$ cat config.mk
export PLATFORM = sky130hd
export DESIGN_NAME = multiword_add_sequencer_flat
export DESIGN_NICKNAME = d
export VERILOG_FILES = /design/src/rtl/multiword_add_sequencer_pkg.sv /design/src/rtl/multiword_add_sequencer_if.sv /design/src/rtl/multiword_add_sequencer_adder.sv /design/src/rtl/multiword_add_sequencer.sv /design/src/flat_wrapper.sv
export SDC_FILE = /design/constraint.sdc
export NUM_CORES = 1
export LEC_CHECK = 0
export BUFFER_PORTS_ARGS = -buffer_cell sky130_fd_sc_hd__clkbuf_2
export CORE_ASPECT_RATIO = 0.7
export CORE_MARGIN = 10
export CORE_UTILIZATION = 48
export DETAILED_ROUTE_END_ITERATION = 12
export PLACE_DENSITY_LB_ADDON = 0.08
export SLEW_MARGIN = 15
export SYNTH_ARGS = -nofsm -noshare
export SYNTH_HDL_FRONTEND = slang
export SYNTH_SLANG_ARGS = --single-unit
$ cat constraint.sdc
create_clock -name clk -period 31.1 [get_ports clk]
set_input_delay 6.22 -clock clk [delete_from_list [all_inputs] [get_ports clk]]
set_output_delay 6.22 -clock clk [all_outputs]
set_load 0.03 [all_outputs]
$ cat src/rtl/multiword_add_sequencer_pkg.sv
// Shared types for the multi-word add sequencer: FSM state encoding and
// the width of the settle counter.
package add_seq_pkg;

    localparam int CNT_W = 4;

    typedef enum logic [1:0] {
        S_IDLE   = 2'd0,
        S_SETTLE = 2'd1,
        S_OUTPUT = 2'd2
    } state_t;

endpackage

$ cat src/rtl/multiword_add_sequencer_if.sv
// Operand-in / sum-out stream bundle for the multi-word add sequencer.
// The master drives operands and accepts sums; the slave is the sequencer.
interface multiword_add_sequencer_if #(parameter int N = 64);

    logic         in_valid;
    logic         in_ready;
    logic [N-1:0] in_a;
    logic [N-1:0] in_b;
    logic         in_first;
    logic         in_last;
    logic         in_cin;
    logic         out_valid;
    logic         out_ready;
    logic [N-1:0] out_sum;
    logic         out_last;
    logic         out_cout;
    logic         err_seq;

    modport master (
        output in_valid, in_a, in_b, in_first, in_last, in_cin, out_ready,
        input  in_ready, out_valid, out_sum, out_last, out_cout, err_seq
    );

    modport slave (
        input  in_valid, in_a, in_b, in_first, in_last, in_cin, out_ready,
        output in_ready, out_valid, out_sum, out_last, out_cout, err_seq
    );

endinterface

$ cat src/rtl/multiword_add_sequencer_adder.sv
// Combinational N-bit adder built from per-bit generate/propagate terms
// with a rippled carry chain.
module n_bit_pg_carry_ripple #(
    parameter int N = 64
) (
    input  logic [N-1:0] a,
    input  logic [N-1:0] b,
    input  logic         cin,
    output logic [N-1:0] s,
    output logic         cout
);

    logic [N-1:0] g;
    logic [N-1:0] p;

    assign g = a & b;
    assign p = a ^ b;

    always_comb begin
        logic cr;
        s  = '0;
        cr = cin;
        for (int i = 0; i < N; i++) begin
            s[i] = p[i] ^ cr;
            cr   = g[i] | (p[i] & cr);
        end
        cout = cr;
    end

endmodule

$ cat src/rtl/multiword_add_sequencer.sv
// Feeds registered operand chunks to a ripple adder, waits SETTLE edges for
// the multicycle carry path, then presents the sum with chunk-to-chunk carry chaining.
module multiword_add_sequencer
    import add_seq_pkg::*;
#(
    parameter int N      = 64,
    parameter int SETTLE = 2
) (
    input logic                      clk,
    input logic                      rst,
    multiword_add_sequencer_if.slave bus
);

    state_t             state;
    state_t             state_nxt;
    logic               accept;
    logic               capture;
    logic               release_beat;
    logic               idle_ready;

    logic [CNT_W-1:0]   cnt;
    logic               carry_r;
    logic               open_r;
    logic               err_r;

    logic [N-1:0]       a_p0;
    logic [N-1:0]       b_p0;
    logic               cin_p0;
    logic               last_p0;

    logic [N-1:0]       sum_c;
    logic               cout_c;

    logic               vld_p1;
    logic [N-1:0]       sum_p1;
    logic               cout_p1;
    logic               last_p1;

    always_ff @(posedge clk) begin
        if (rst) begin
            state <= S_IDLE;
        end else begin
            state <= state_nxt;
        end
    end

    always_comb begin
        state_nxt    = state;
        accept       = 1'b0;
        capture      = 1'b0;
        release_beat = 1'b0;
        idle_ready   = 1'b0;
        case (state)
            S_IDLE: begin
                idle_ready = 1'b1;
                if (bus.in_valid) begin
                    accept    = 1'b1;
                    state_nxt = S_SETTLE;
                end
            end
            S_SETTLE: begin
                if (cnt == CNT_W'(1)) begin
                    capture   = 1'b1;
                    state_nxt = S_OUTPUT;
                end
            end
            S_OUTPUT: begin
                if (bus.out_ready) begin
                    release_beat = 1'b1;
                    state_nxt    = S_IDLE;
                end
            end
            default: state_nxt = S_IDLE;
        endcase
    end

    assign bus.in_ready = idle_ready & ~rst;

    // p0: operand registers, the only drivers of the adder inputs
    always_ff @(posedge clk) begin
        if (accept) begin
            a_p0    <= bus.in_a;
            b_p0    <= bus.in_b;
            last_p0 <= bus.in_last;
            cin_p0  <= bus.in_first ? bus.in_cin : (open_r & carry_r);
        end
    end

    n_bit_pg_carry_ripple #(.N(N)) u_adder (
        .a    (a_p0),
        .b    (b_p0),
        .cin  (cin_p0),
        .s    (sum_c),
        .cout (cout_c)
    );

    // p1: captured result, held until the downstream handshake
    always_ff @(posedge clk) begin
        if (rst) begin
            cnt     <= '0;
            carry_r <= 1'b0;
            open_r  <= 1'b0;
            err_r   <= 1'b0;
            vld_p1  <= 1'b0;
            sum_p1  <= '0;
            cout_p1 <= 1'b0;
            last_p1 <= 1'b0;
        end else begin
            if (accept) begin
                // A continuation with nothing open, or a new start over an open one
                if (bus.in_first == open_r) begin
                    err_r <= 1'b1;
                end
                open_r <= 1'b1;
                cnt    <= CNT_W'(SETTLE);
            end
            if (state == S_SETTLE) begin
                cnt <= cnt - CNT_W'(1);
            end
            if (capture) begin
                vld_p1  <= 1'b1;
                sum_p1  <= sum_c;
                cout_p1 <= cout_c;
                last_p1 <= last_p0;
            end
            if (release_beat) begin
                vld_p1 <= 1'b0;
                if (last_p1) begin
                    carry_r <= 1'b0;
                    open_r  <= 1'b0;
                end else begin
                    carry_r <= cout_p1;
                end
            end
        end
    end

    assign bus.out_valid = vld_p1;
    assign bus.out_sum   = sum_p1;
    assign bus.out_cout  = cout_p1;
    assign bus.out_last  = last_p1;
    assign bus.err_seq   = err_r;

endmodule
$ cat src/flat_wrapper.sv
// flat-port wrapper written by rule: the top's interface ports become plain ports
module multiword_add_sequencer_flat import add_seq_pkg::*;
#(
    parameter int N      = 64,
    parameter int SETTLE = 2
)
  (clk, rst, bus_in_valid, bus_in_a, bus_in_b, bus_in_first, bus_in_last, bus_in_cin, bus_out_ready, bus_in_ready, bus_out_valid, bus_out_sum, bus_out_last, bus_out_cout, bus_err_seq);
  multiword_add_sequencer_if #(.N(N)) bus_i ();
  input logic clk;
  input logic rst;
  input wire logic [$bits(bus_i.in_valid)-1:0] bus_in_valid;
  input wire logic [$bits(bus_i.in_a)-1:0] bus_in_a;
  input wire logic [$bits(bus_i.in_b)-1:0] bus_in_b;
  input wire logic [$bits(bus_i.in_first)-1:0] bus_in_first;
  input wire logic [$bits(bus_i.in_last)-1:0] bus_in_last;
  input wire logic [$bits(bus_i.in_cin)-1:0] bus_in_cin;
  input wire logic [$bits(bus_i.out_ready)-1:0] bus_out_ready;
  output wire logic [$bits(bus_i.in_ready)-1:0] bus_in_ready;
  output wire logic [$bits(bus_i.out_valid)-1:0] bus_out_valid;
  output wire logic [$bits(bus_i.out_sum)-1:0] bus_out_sum;
  output wire logic [$bits(bus_i.out_last)-1:0] bus_out_last;
  output wire logic [$bits(bus_i.out_cout)-1:0] bus_out_cout;
  output wire logic [$bits(bus_i.err_seq)-1:0] bus_err_seq;
  assign bus_i.in_valid = bus_in_valid;
  assign bus_i.in_a = bus_in_a;
  assign bus_i.in_b = bus_in_b;
  assign bus_i.in_first = bus_in_first;
  assign bus_i.in_last = bus_in_last;
  assign bus_i.in_cin = bus_in_cin;
  assign bus_i.out_ready = bus_out_ready;
  assign bus_in_ready = bus_i.in_ready;
  assign bus_out_valid = bus_i.out_valid;
  assign bus_out_sum = bus_i.out_sum;
  assign bus_out_last = bus_i.out_last;
  assign bus_out_cout = bus_i.out_cout;
  assign bus_err_seq = bus_i.err_seq;
  multiword_add_sequencer #(.N(N), .SETTLE(SETTLE)) u_core (.clk(clk), .rst(rst), .bus(bus_i));
endmodule
==> results of run 1 <==
layer usage:
metal  up-vias  routed length [um]
li1       2396                   -
met1      2487                8400
met2       179                8640
met3        22                1290
met4         0                 346
met5         -                   0
worst max path at each step:
stage / startpoint / to / slack, ps / cells past startpoint
2_1_floorplan: u_core.cin_p0 / u_core.bus.out_sum[63] / 1710 / 68
3_3_place_gp: u_core.cin_p0 / u_core.bus.out_sum[63] / 850 / 68
3_5_place_dp: u_core.b_p0[0] / u_core.bus.out_sum[63] / 620 / 68
4_1_cts: u_core.cin_p0 / u_core.bus.out_sum[63] / 510 / 68
5_1_grt: u_core.cin_p0 / u_core.bus.out_sum[63] / 10 / 68
6_report: u_core.cin_p0 / u_core.bus.out_sum[63] / 1090 / 68
stage by stage:
stage                     total power [mW]   util  instance area [um2]
after global routing                 0.656  0.603                10500
after global placement               0.381  0.563                 9800
after CTS                            0.635  0.603                10500
after floorplan                      0.363      -                 8650
final                                0.627  0.603                10500
after detailed placement             0.383  0.563                 9800
cell families after synthesis:
| kind of cell | Yosys count |
|---|---|
| flops | 206 |
| simple gates | 150 |
| compound gates | 81 |
| fa+ha+maj | 66 |
| buf+inv | 47 |
| xor+xnor | 1 |
| mux | 1 |
critical path: cells and delay by family, from the launching register on:
kind | cells | cell delay [ps]
flops | 1 | 350
buf+inv | 3 | 230
compound gates | 1 | 190
fa+ha+maj | 64 | 29150
cells in the final DEF (no fill, tap or decap), types with 2 or more instances in the layout:
cell type / synthesis / layout
nor3b_1: 4 / 3
clkbuf_2: 2 / 202
ha_1: 2 / 2
clkbuf_1: 24 / 4
clkbuf_8: 0 / 3
edfxtp_1: 130 / 130
nand4b_1: 63 / 63
o21ai_1: 3 / 3
clkinv_2: 0 / 4
buf_4: 3 / 6
inv_1: 9 / 9
o21ai_2: 37 / 37
nand2_1: 4 / 4
nor3_1: 3 / 3
nor2_1: 5 / 5
a21oi_1: 9 / 9
bufinv_16: 0 / 2
clkbuf_16: 0 / 22
fa_1: 64 / 60
o21ai_0: 25 / 25
nand2b_1: 64 / 64
a211oi_1: 4 / 4
fa_2: 0 / 4
clkinv_1: 0 / 2
dfxtp_1: 76 / 76
flip-flops by register name, indices dropped and copies added (netlist names):
| signal | flops |
|---|---|
| u_core.cin_p0 | 1 |
| u_core.bus.out_sum | 64 |
| u_core.bus.out_valid | 1 |
| u_core.bus.err_seq | 1 |
| u_core.state | 2 |
| u_core.bus.out_cout | 1 |
| u_core.b_p0 | 64 |
| u_core.cnt | 4 |
| u_core.carry_r | 1 |
| u_core.bus.out_last | 1 |
| u_core.a_p0 | 64 |
| u_core.open_r | 1 |
| u_core.last_p0 | 1 |
cell type report:
class	count	area [um2]
fillers	1375	6910
flip-flops and latches	206	5430
multi-input cells	299	3010
repair buffers	208	1060
clock buffers	29	607
well taps	231	289
clock inverters	8	87.6
inverters	9	33.8
diodes	1	2.50
power by group through the flow:
stage | clock network (mW) | logic (mW) | registers (mW)
CTS | 0.257 | 0.0627 | 0.315
floorplan | 0 | 0.0369 | 0.327
finish | 0.250 | 0.0617 | 0.315
global placement | 0 | 0.0604 | 0.320
detailed placement | 0 | 0.0622 | 0.321
global route | 0.269 | 0.0702 | 0.316
what timing repair did:
item,in CTS,in global routing
setup buffers,0,0
setup endpoints to repair,0,1
resized for setup,0,4
==> results by stage, run 1 <==
STA:
- For the final routed database, the setup TNS stands at 0 ps.
- The clock arrives with 9.54 ps of skew.
- The smallest hold slack is 472 ps.
- For the finished layout, the period the worst path requires is 30010 ps.
- The final-report max-slew violation count is 0.
- The final hold violation count came to 0.
- The headroom to the max-slew limit is 0.334.
- The least setup slack across all paths after layout is 1090 ps.
- In the finished design, the share of the clock period the worst path needs comes to 0.965.
- Setup repair after global routing left no endpoint under its margin.
- The setup-violating endpoint count in the final report is 0.
- The pin slew with the least headroom to its limit is 1000 ps.
- Timing would allow up to 33.3 MHz.

Synthesis:
- The share of the Yosys chip area taken by registers is 0.627.
- Of the post-synthesis cell area, the part taken by muxes is 0.00130.
- edfxtp_1 is the most common cell in the netlist.
- The post-synthesis share of cell area spent on full adders, half adders and majority gates is 0.151.
- The synthesized design spends more area on one cell type than any other, namely edfxtp_1.
- Among all flip-flop cells after synthesis, the most frequent one is edfxtp_1.
- The post-synthesis compound-gate area fraction is 0.0652.
- In the post-synthesis netlist, the biggest area contributors are edfxtp_1 (45%), dfxtp_1 (18%), fa_1 (15%).
- Counting flops and latches in the post-synthesis netlist gives 206.
- The async set or reset register ratio after synthesis is 0.
- After synthesis, the largest family of logic cells by area is adder cells.
- The number of nets handed over by synthesis was 753.
- Of the total synthesized cell area, the portion taken by XOR and XNOR cells is 0.00101.
- Ranked by instance count, the synthesized netlist is headed by edfxtp_1 (130), dfxtp_1 (76), fa_1 (64), nand2b_1 (64), nand4b_1 (63).
- In this run the cell area of the synthesized design comes to 8650 um2.
- Counting flops with a built-in enable in the synthesized netlist gives 130.
- The count of warnings emitted by yosys is 0.
- The simple-gate portion of the synthesized area is 0.126.
- After synthesis, the mean cell area works out to 15.7 um2.
- The number of distinct standard cells referenced by the synthesized netlist is 33.
- Of the post-synthesis cell area, the dominant cell type holds 0.451.
- Synthesis produced 552 cells.

Route:
- The initial DRC count is 326.
- For this block, the routed nets add up to 18.7 mm of wire.
- The final antenna-violating net count is 0.
- The average vias per placed instance is 5.13.
- The count of unresolved DRC violations after routing is 0.
- Across all layers, the routed design uses 5084 vias.
- The first TritonRoute pass finished after 4 iterations.
- The mean routed wirelength per cell is 18.8 um.

Place:
- At the placement stage, the worst setup path has a slack of 618 ps.
- Routability-driven placement finished with a final weighted congestion of 0.770.
- The total instance count after detailed placement is 953.
- Detailed placement finished with a half-perimeter wire length of 12.9 mm.
- The number of input and output port buffers inserted is 203.

Global routing:
- The pin count of the biggest net entering global routing is 83.
- Global routing finished with a remaining overflow of 0.
- The most used routing layer in global routing is met2.
- The overall track demand over capacity in global routing is 0.152.
- The via count of the first global-routing pass came to 5592.
- The wire length of the first global-routing pass is 29.7 mm.
- The global routing usage on met1 is 0.197.
- For met3 alone, demand over resource in global routing was 0.0450.
- The global routing met2 resource utilization is 0.245.
- The initial antenna violation count came to 0.

Worst setup path:
- The worst register-to-register path ends at u_core.bus.out_sum[63].
- The most numerous cell on the critical path is fa_1.
- The largest stage delay on the critical path is 490 ps.
- The startpoint identified for the worst register-to-register timing path is u_core.cin_p0.
- The data arrival time of the critical path is 30410 ps.
- The setup path with the least slack is of type register to register.
- The maximum fanout encountered on the critical timing path is 1.
- The critical path data required time is 31490 ps.
- The slowest stage of the critical path belongs to the cell fa_1.
- STA classifies the critical path startpoint as a register.
- The worst reg-to-reg path cell count is 68.
- STA classifies the critical path endpoint as a register.
- The worst register-to-register path has a setup slack of 1090 ps.

Power and ir drop:
- The static leakage is 4.02 nW.
- Of the total power, the share spent switching nets is 0.225.
- The worst-case vdd ir drop is 0.0439 mV.
- The combinational cell fraction of total power is 0.098.
- Internal power comes to 0.486 mW.
- The sequential share of power is 0.503.
- Of the total power, the clock network draws 0.399.
- The switching power is 0.141 mW.
- The power density over cell area is 59.6 nW/um2.

Floorplan:
- The die is 132 um tall.
- The die covers 23900 um2.
- The die span in x is 180 um.
- The floorplan has 40 rows.
- The placeable core area is 17400 um2.
- The effective utilization at floorplan is 0.497.
- The number of I/O pins is 204.

Clock network:
- The number of clock sinks is 206.
- The clock passes through at most 3 buffers.
- The post-CTS clock slew at the launch and capture registers of the worst setup and hold paths is 60 ps.
- The clock latency at the later pin of the worst-skew pair is 480 ps.
- In this run the number of H-tree levels came out at 1.
- The TritonCTS clock tree is yes.
- The tree is rooted in a clkbuf_16.
- The number of buffers created by CTS is 21.
- After clock tree synthesis, the flow added hold-fix buffers numbering 0.

Status:
- The flow ran to the end, and the final reports show no timing, DRC or antenna violations.

Min path:
- The path type of the worst min-delay path is register to register.
- Along the worst hold path, the cell count comes to 2.
- The startpoint identified for the worst hold timing path is u_core.bus.out_sum[19].
- The worst-case hold path end point is u_core.bus.out_sum[19].

Final layout:
- The number of cells in the finished layout apart from fillers is 991.
- In the final layout, the share of cells above drive strength 1 is 0.375.
- From synthesis to final layout, the design area changed by 21.5%.
- The total number of nets in the final design is 946.

Run:
- The number of violations of the max-capacitance limit is 0.
(Power assumes the default switching activity.)
==> run 2: changes to the inputs <==
--- a/config.mk
+++ b/config.mk
@@ -9,6 +9,7 @@
 export CORE_ASPECT_RATIO = 0.7
 export CORE_MARGIN = 10
 export CORE_UTILIZATION = 48
+export CTS_BUF_LIST = sky130_fd_sc_hd__clkbuf_4 sky130_fd_sc_hd__clkbuf_8 sky130_fd_sc_hd__clkbuf_16
 export DETAILED_ROUTE_END_ITERATION = 12
 export PLACE_DENSITY_LB_ADDON = 0.08
 export SLEW_MARGIN = 15
==> results by stage, run 2 (synthesized netlist as in run 1, its figures left out) <==
STA:
- The final-report max-slew violation count is 0 (unchanged).
- The final critical path time including I/O delays and setup was 30010 ps (-4.72 ps).
- The pin slew with the least headroom to its limit is 995 ps (-4.73 ps).
- The final hold violation count is 0 (unchanged).
- The headroom to the max-slew limit was 0.337 (+0.00315).
- Setup repair after global routing left no endpoint under its margin.
- The setup-violating endpoint count in the final report came to 0 (unchanged).
- The least setup slack across all paths after layout came to 1090 ps (+4.72 ps).
- The total negative slack for setup checks is 0 ps (unchanged).
- The final worst clock skew was 11.0 ps (+1.42 ps).
- The highest clock rate is 33.3 MHz (about the same).
- The part of the cycle the worst path needs is 0.965 (about the same).

Power and ir drop:
- The worst-case vdd ir drop is 0.0439 mV (about the same).
- The static leakage is 4.04 nW (+0.34%).
- The power density over cell area is 59.9 nW/um2 (+0.39%).

Min path:
- The worst-case hold path end point is u_core.bus.out_sum[19].
- The startpoint identified for the worst hold timing path is u_core.bus.out_sum[19].
- The depth of the worst hold-timing path is 2 (unchanged).
- The path class of the tightest hold or removal check is register to register.

Worst setup path:
- The worst register-to-register path begins at u_core.cin_p0.
- The maximum fanout encountered on the critical timing path was 1 (unchanged).
- The endpoint identified for the worst register-to-register timing path is u_core.bus.out_sum[63].
- The worst reg-to-reg path cell count was 68 (unchanged).
- The critical path is of the register to register type.
- The cell that appears most often on the critical path is fa_1.
- The data arrival time of the critical path was 30400 ps (about the same).
- STA classifies the critical path endpoint as a register.
- STA classifies the critical path startpoint as a register.
- The worst-case register-to-register setup slack is 1090 ps (about the same).
- Among all stages on the critical path, the largest delay is contributed by fa_1.
- The critical path data required time is 31490 ps (about the same).
- The largest stage delay on the critical path is 490 ps (about the same).

Global routing:
- The pin count of the biggest net entering global routing came to 83 (unchanged).
- The overall track demand over capacity in global routing was 0.152 (about the same).
- The remaining global-route overflow is 0 (unchanged).
- The wire length of the first global-routing pass was 29.7 mm (about the same).
- The initial antenna violation count came to 0 (unchanged).
- The via count of the first global-routing pass is 5589 (-0.054%).

Route:
- The initial DRC count is 311 (-4.6%).
- The total vias in the final route is 5071 (-0.26%).
- The routed wire length was 18.7 mm (about the same).
- The final antenna-violating net count came to 0 (unchanged).
- The count of TritonRoute iterations in the first routing pass came to 5 (+1).
- The count of unresolved DRC violations after routing is 0 (unchanged).
- The mean routed wirelength per cell came to 18.8 um (about the same).
- The average vias per placed instance is 5.12 (-0.26%).

Status:
- The run finished with clean final reports.

Final layout:
- Leaving out fill and tap cells, the most frequent cell in the layout is clkbuf_2.
- The share of cells above drive strength 1 is 0.381 (+0.00527).
- The total number of nets in the final design is 946 (unchanged).
- The multi-input logic area was 3010 um2 (unchanged).
- The top cell types in the final layout, fill and taps aside, are clkbuf_2 (202), edfxtp_1 (130), dfxtp_1 (76).
- The footprint of the flip-flops and latches is 5430 um2 (unchanged).
- The synthesis-to-layout area growth is 21.7%.
- The fill cell instance count of the final layout is 1375 (unchanged).

Place:
- The last weighted congestion value of the routability-driven placer came to 0.770 (unchanged).
- The number of input and output port buffers inserted is 203 (unchanged).
- The worst setup timing slack at the placement stage came to 618 ps (unchanged).
- The HPWL after detailed placement came to 12.9 mm (unchanged).

Clock network:
- The number of instances resized during post-cts repair came to 0 (unchanged).
- The count of hold buffers inserted by post-cts repair was 0 (unchanged).
- The number of buffers created by CTS is 21 (unchanged).
- The post-CTS clock slew at the launch and capture registers of the worst setup and hold paths was 60 ps (about the same).
- The maximum level of the CTS H-tree is 1 (unchanged).
- The clock latency at the later pin of the worst-skew pair is 480 ps (about the same).
- The post-CTS setup-driven buffer insertion count is 0 (unchanged).
- The number of clock sinks is 206 (unchanged).
- TritonCTS built the clock tree.
- CTS placed an instance of clkbuf_16 at the clock tree root.
- The maximum buffer depth of the clock tree came to 3 (unchanged).

Floorplan:
- The die span in x is 180 um (unchanged).
- The placeable core area is 17400 um2 (unchanged).
- The number of I/O pins came to 204 (unchanged).
- The floorplan row count is 40 (unchanged).
- The area enclosed by the die boundary was 23900 um2 (unchanged).
- The die height is 132 um (unchanged).
- The effective utilization at floorplan was 0.497 (unchanged).

Run:
- The number of violations of the max-capacitance limit is 0 (unchanged).
run 2: changes by cell type in the layout (fill, tap and decap cells not counted):
cell / change
clkbuf_1: -4
clkbuf_4: +4
run 2: worst max path at each step:
| stage | from | to | slack [ps] | depth (start not counted) |
|---|---|---|---|---|
| 4_1_cts | u_core.cin_p0 | u_core.bus.out_sum[63] | 510 | 68 |
| 3_5_place_dp | u_core.b_p0[0] | u_core.bus.out_sum[63] | 620 | 68 |
| 3_3_place_gp | u_core.cin_p0 | u_core.bus.out_sum[63] | 850 | 68 |
| 6_report | u_core.cin_p0 | u_core.bus.out_sum[63] | 1090 | 68 |
| 5_1_grt | u_core.cin_p0 | u_core.bus.out_sum[63] | 20 | 68 |
| 2_1_floorplan | u_core.cin_p0 | u_core.bus.out_sum[63] | 1710 | 68 |
run 2: per-stage QoR:
step / area [um2] / utilization / std cells / hold slack [ps] / total power, mW
2_1_floorplan: 8650 / - / 552 / 446 / 0.363
4_1_cts: 10500 / 0.604 / 990 / 476 / 0.638
3_5_place_dp: 9800 / 0.563 / 953 / 466 / 0.383
6_report: 10500 / 0.604 / 991 / 473 / 0.630
3_3_place_gp: 9800 / 0.563 / 953 / 455 / 0.381
5_1_grt: 10500 / 0.604 / 990 / 489 / 0.659
run 2: worst max-delay path, delay by kind of cell, from the launching register on:
family                   cells  cell delay (ps)
AO/OA/AOI/OAI                1              190
flip-flops                   1              350
buffers and inverters        3              230
adder cells (fa/ha/maj)     64            29150
run 2: where the power goes:
part           internal, mW  switching, mW
registers             0.307        0.00770
clock network         0.156         0.0972
logic                0.0259         0.0359
total                 0.489          0.141
run 2: area by class of cell:
cell class | instances | share of cell area
sequential | 206 | 0.515
multi-input combinational | 299 | 0.286
clock buffer | 29 | 0.0591
antenna | 1 | 0.000238
clock inverter | 8 | 0.00832
tap | 231 | 0.0275
timing repair buffer | 208 | 0.100
inverter | 9 | 0.00321
run 2: per-layer routing:
metal	vias up	GRT usage	part of all wire
li1	2396	-	-
met1	2487	0.197	0.45
met2	166	0.245	0.46
met3	22	0.0450	0.067
met4	0	0.0400	0.019
met5	-	0	0
==> run 3: changes to the inputs <==
--- a/config.mk
+++ b/config.mk
@@ -8,7 +8,7 @@
 export BUFFER_PORTS_ARGS = -buffer_cell sky130_fd_sc_hd__clkbuf_2
 export CORE_ASPECT_RATIO = 0.7
 export CORE_MARGIN = 10
-export CORE_UTILIZATION = 48
+export CORE_UTILIZATION = 43
 export CTS_BUF_LIST = sky130_fd_sc_hd__clkbuf_4 sky130_fd_sc_hd__clkbuf_8 sky130_fd_sc_hd__clkbuf_16
 export DETAILED_ROUTE_END_ITERATION = 12
 export PLACE_DENSITY_LB_ADDON = 0.08
==> results by stage, run 3 (synthesized netlist as in run 1, its figures left out) <==
STA:
- The final worst clock skew came to 11.5 ps (+0.514 ps).
- The final hold violation count is 0 (unchanged).
- The least setup slack across all paths after layout is 1150 ps (+57.6 ps).
- Setup repair after global routing left no endpoint under its margin.
- The highest clock rate came to 33.4 MHz (+0.19%).
- The setup-violating endpoint count in the final report is 0 (unchanged).
- The total negative slack for setup checks is 0 ps (unchanged).
- The pin slew with the least headroom to its limit came to 975 ps (-19.8 ps).
- The final-report max-slew violation count came to 0 (unchanged).
- The headroom to the max-slew limit came to 0.350 (+0.0132).
- The smallest hold slack is 473 ps (-0.0560 ps).
- The part of the cycle the worst path needs is 0.963 (-0.00185).
- The final critical path time including I/O delays and setup is 29950 ps (-57.6 ps).

Worst setup path:
- The category of the most critical setup path is register to register.
- The largest individual stage delay along the critical path comes from the cell fa_1.
- The data arrival time of the critical path was 30360 ps (-40 ps).
- The endpoint type of the worst setup path is a register.
- The maximum fanout encountered on the critical timing path is 1 (unchanged).
- The most numerous cell on the critical path is fa_1.
- The critical path data required time is 31510 ps (+20 ps).
- The largest stage delay on the critical path is 480 ps (about the same).
- The worst reg-to-reg path cell count is 68 (unchanged).
- The startpoint kind of the worst setup timing path is a register.

Floorplan:
- The area enclosed by the die boundary came to 26300 um2 (+10%).
- The floorplan row count is 43 (+7.5%).
- The effective utilization at floorplan is 0.437 (-0.0598).
- The die span in x was 190 um (+5.0%).
- The number of I/O pins is 204 (unchanged).
- The placeable core area is 19800 um2 (+14%).
- The die height is 139 um (+4.8%).

Global routing:
- The wire length of the first global-routing pass is 29.8 mm (+0.37%).
- The via count of the first global-routing pass is 5495 (-1.7%).
- The initial antenna violation count was 1 (+1).
- The pin count of the biggest net entering global routing came to 85 (+2.4%).
- The overall track demand over capacity in global routing is 0.140 (-0.0125).
- The remaining global-route overflow is 0 (unchanged).

Clock network:
- The count of hold buffers inserted by post-cts repair is 0 (unchanged).
- The number of clock sinks is 206 (unchanged).
- The clock latency at the later pin of the worst-skew pair came to 490 ps (about the same).
- TritonCTS built the clock tree.
- The number of buffers created by CTS came to 21 (unchanged).
- The tree is rooted in a clkbuf_16.
- The post-CTS clock slew at the launch and capture registers of the worst setup and hold paths is 60 ps (about the same).
- The maximum buffer depth of the clock tree is 3 (unchanged).
- The post-CTS setup-driven buffer insertion count is 0 (unchanged).
- The maximum level of the CTS H-tree was 1 (unchanged).

Final layout:
- The fill cell instance count of the final layout was 1737 (+26%).
- The number of antenna cells inserted is 0 (-1).
- The post-route core utilization is 0.532 (-0.0724).
- The finished layout cell area is 10500 um2 (about the same).
- The total number of nets in the final design is 946 (unchanged).
- The footprint of the flip-flops and latches is 5430 um2 (unchanged).
- The synthesis-to-layout area growth is 21.8% (about the same).
- In the layout the commonest cells are clkbuf_2 (202), edfxtp_1 (130), dfxtp_1 (76).
- The share of cells above drive strength 1 is 0.381 (unchanged).
- The library cell used most frequently in the layout, excluding fill and tap cells, is clkbuf_2.
- The number of cells in the finished layout apart from fillers came to 1029 (+3.8%).
- The multi-input logic area is 3010 um2 (about the same).

Power and ir drop:
- The combinational cell fraction of total power is 0.101 (+0.003).
- The switching part of the total power is 0.229 (+0.00595).
- The worst-case vdd ir drop came to 0.0386 mV (-12%).
- The cell-internal power was 0.478 mW (-2.3%).
- The power density over cell area came to 58.9 nW/um2 (-1.6%).
- The switching power came to 0.142 mW (+1.1%).
- The sequential share of power is 0.507 (+0.007).
- The power consumption is 0.620 mW (-1.5%).
- The part of the total power dissipated in the clock network is 0.392 (-0.010).
- The static leakage is 4.01 nW (-0.65%).

Run:
- The number of violations of the max-capacitance limit is 0 (unchanged).

Route:
- The initial DRC count was 260 (-16%).
- The count of TritonRoute iterations in the first routing pass is 4 (-1).
- The mean routed wirelength per cell is 18.3 um (-2.9%).
- The routed wire length is 18.8 mm (+0.78%).
- The total vias in the final route is 5073 (+0.039%).
- The count of unresolved DRC violations after routing is 0 (unchanged).
- The final antenna-violating net count is 0 (unchanged).
- The average vias per placed instance was 4.93 (-3.7%).

Place:
- The instance area after placement is 9850 um2 (+0.50%).
- The last weighted congestion value of the routability-driven placer is 0.768 (-0.14%).
- The number of input and output port buffers inserted is 203 (unchanged).
- The worst setup timing slack at the placement stage is 589 ps (-29.0 ps).
- The HPWL after detailed placement is 13.0 mm (+0.96%).
- The total instance count after detailed placement is 992 (+4.1%).

Min path:
- In this run the worst hold path is classified as register to register.
- The depth of the worst hold-timing path is 2 (unchanged).

Status:
- The run finished with clean final reports.
run 3: critical path: cells and delay by family, from the launching register on:
| kind | cells | cell delay (ps) |
|---|---|---|
| buffers and inverters | 3 | 240 |
| flip-flops | 1 | 370 |
| AO/OA/AOI/OAI | 1 | 190 |
| adder cells (fa/ha/maj) | 64 | 29070 |
run 3: worst paths after layout:
path                          start                      to  slack, ps
max                   u_core.cin_p0  u_core.bus.out_sum[63]       1150
min          u_core.bus.out_sum[49]  u_core.bus.out_sum[49]        470
max reg2reg           u_core.cin_p0  u_core.bus.out_sum[63]       1150
min reg2reg  u_core.bus.out_sum[49]  u_core.bus.out_sum[49]        470
run 3: final cells by class:
| class | instances | area share |
|---|---|---|
| multi-input combinational | 299 | 0.286 |
| inverter | 9 | 0.00321 |
| clock inverter | 6 | 0.00511 |
| timing repair buffer | 208 | 0.100 |
| sequential | 206 | 0.515 |
| clock buffer | 31 | 0.0582 |
| tap | 270 | 0.0321 |
run 3: layer usage:
metal | GRT usage | routed length (um) | vias to the layer above
li1 | - | - | 2393
met1 | 0.182 | 8380 | 2499
met2 | 0.221 | 8780 | 156
met3 | 0.0455 | 1330 | 23
met4 | 0.0342 | 310 | 2
met5 | 0 | 13 | -
run 3: repair_timing:
item                                    in CTS  in global routing
gates resized for setup                      0                  5
endpoints found under the hold margin        0                  0
endpoints found under the setup margin       0                  1
run 3: power by group through the flow:
stage,registers (mW),clock network (mW),logic [mW]
4_1_cts,0.315,0.252,0.0636
3_5_place_dp,0.321,0,0.0633
5_1_grt,0.316,0.262,0.0710
6_report,0.315,0.243,0.0626
2_1_floorplan,0.327,0,0.0369
3_3_place_gp,0.321,0,0.0612
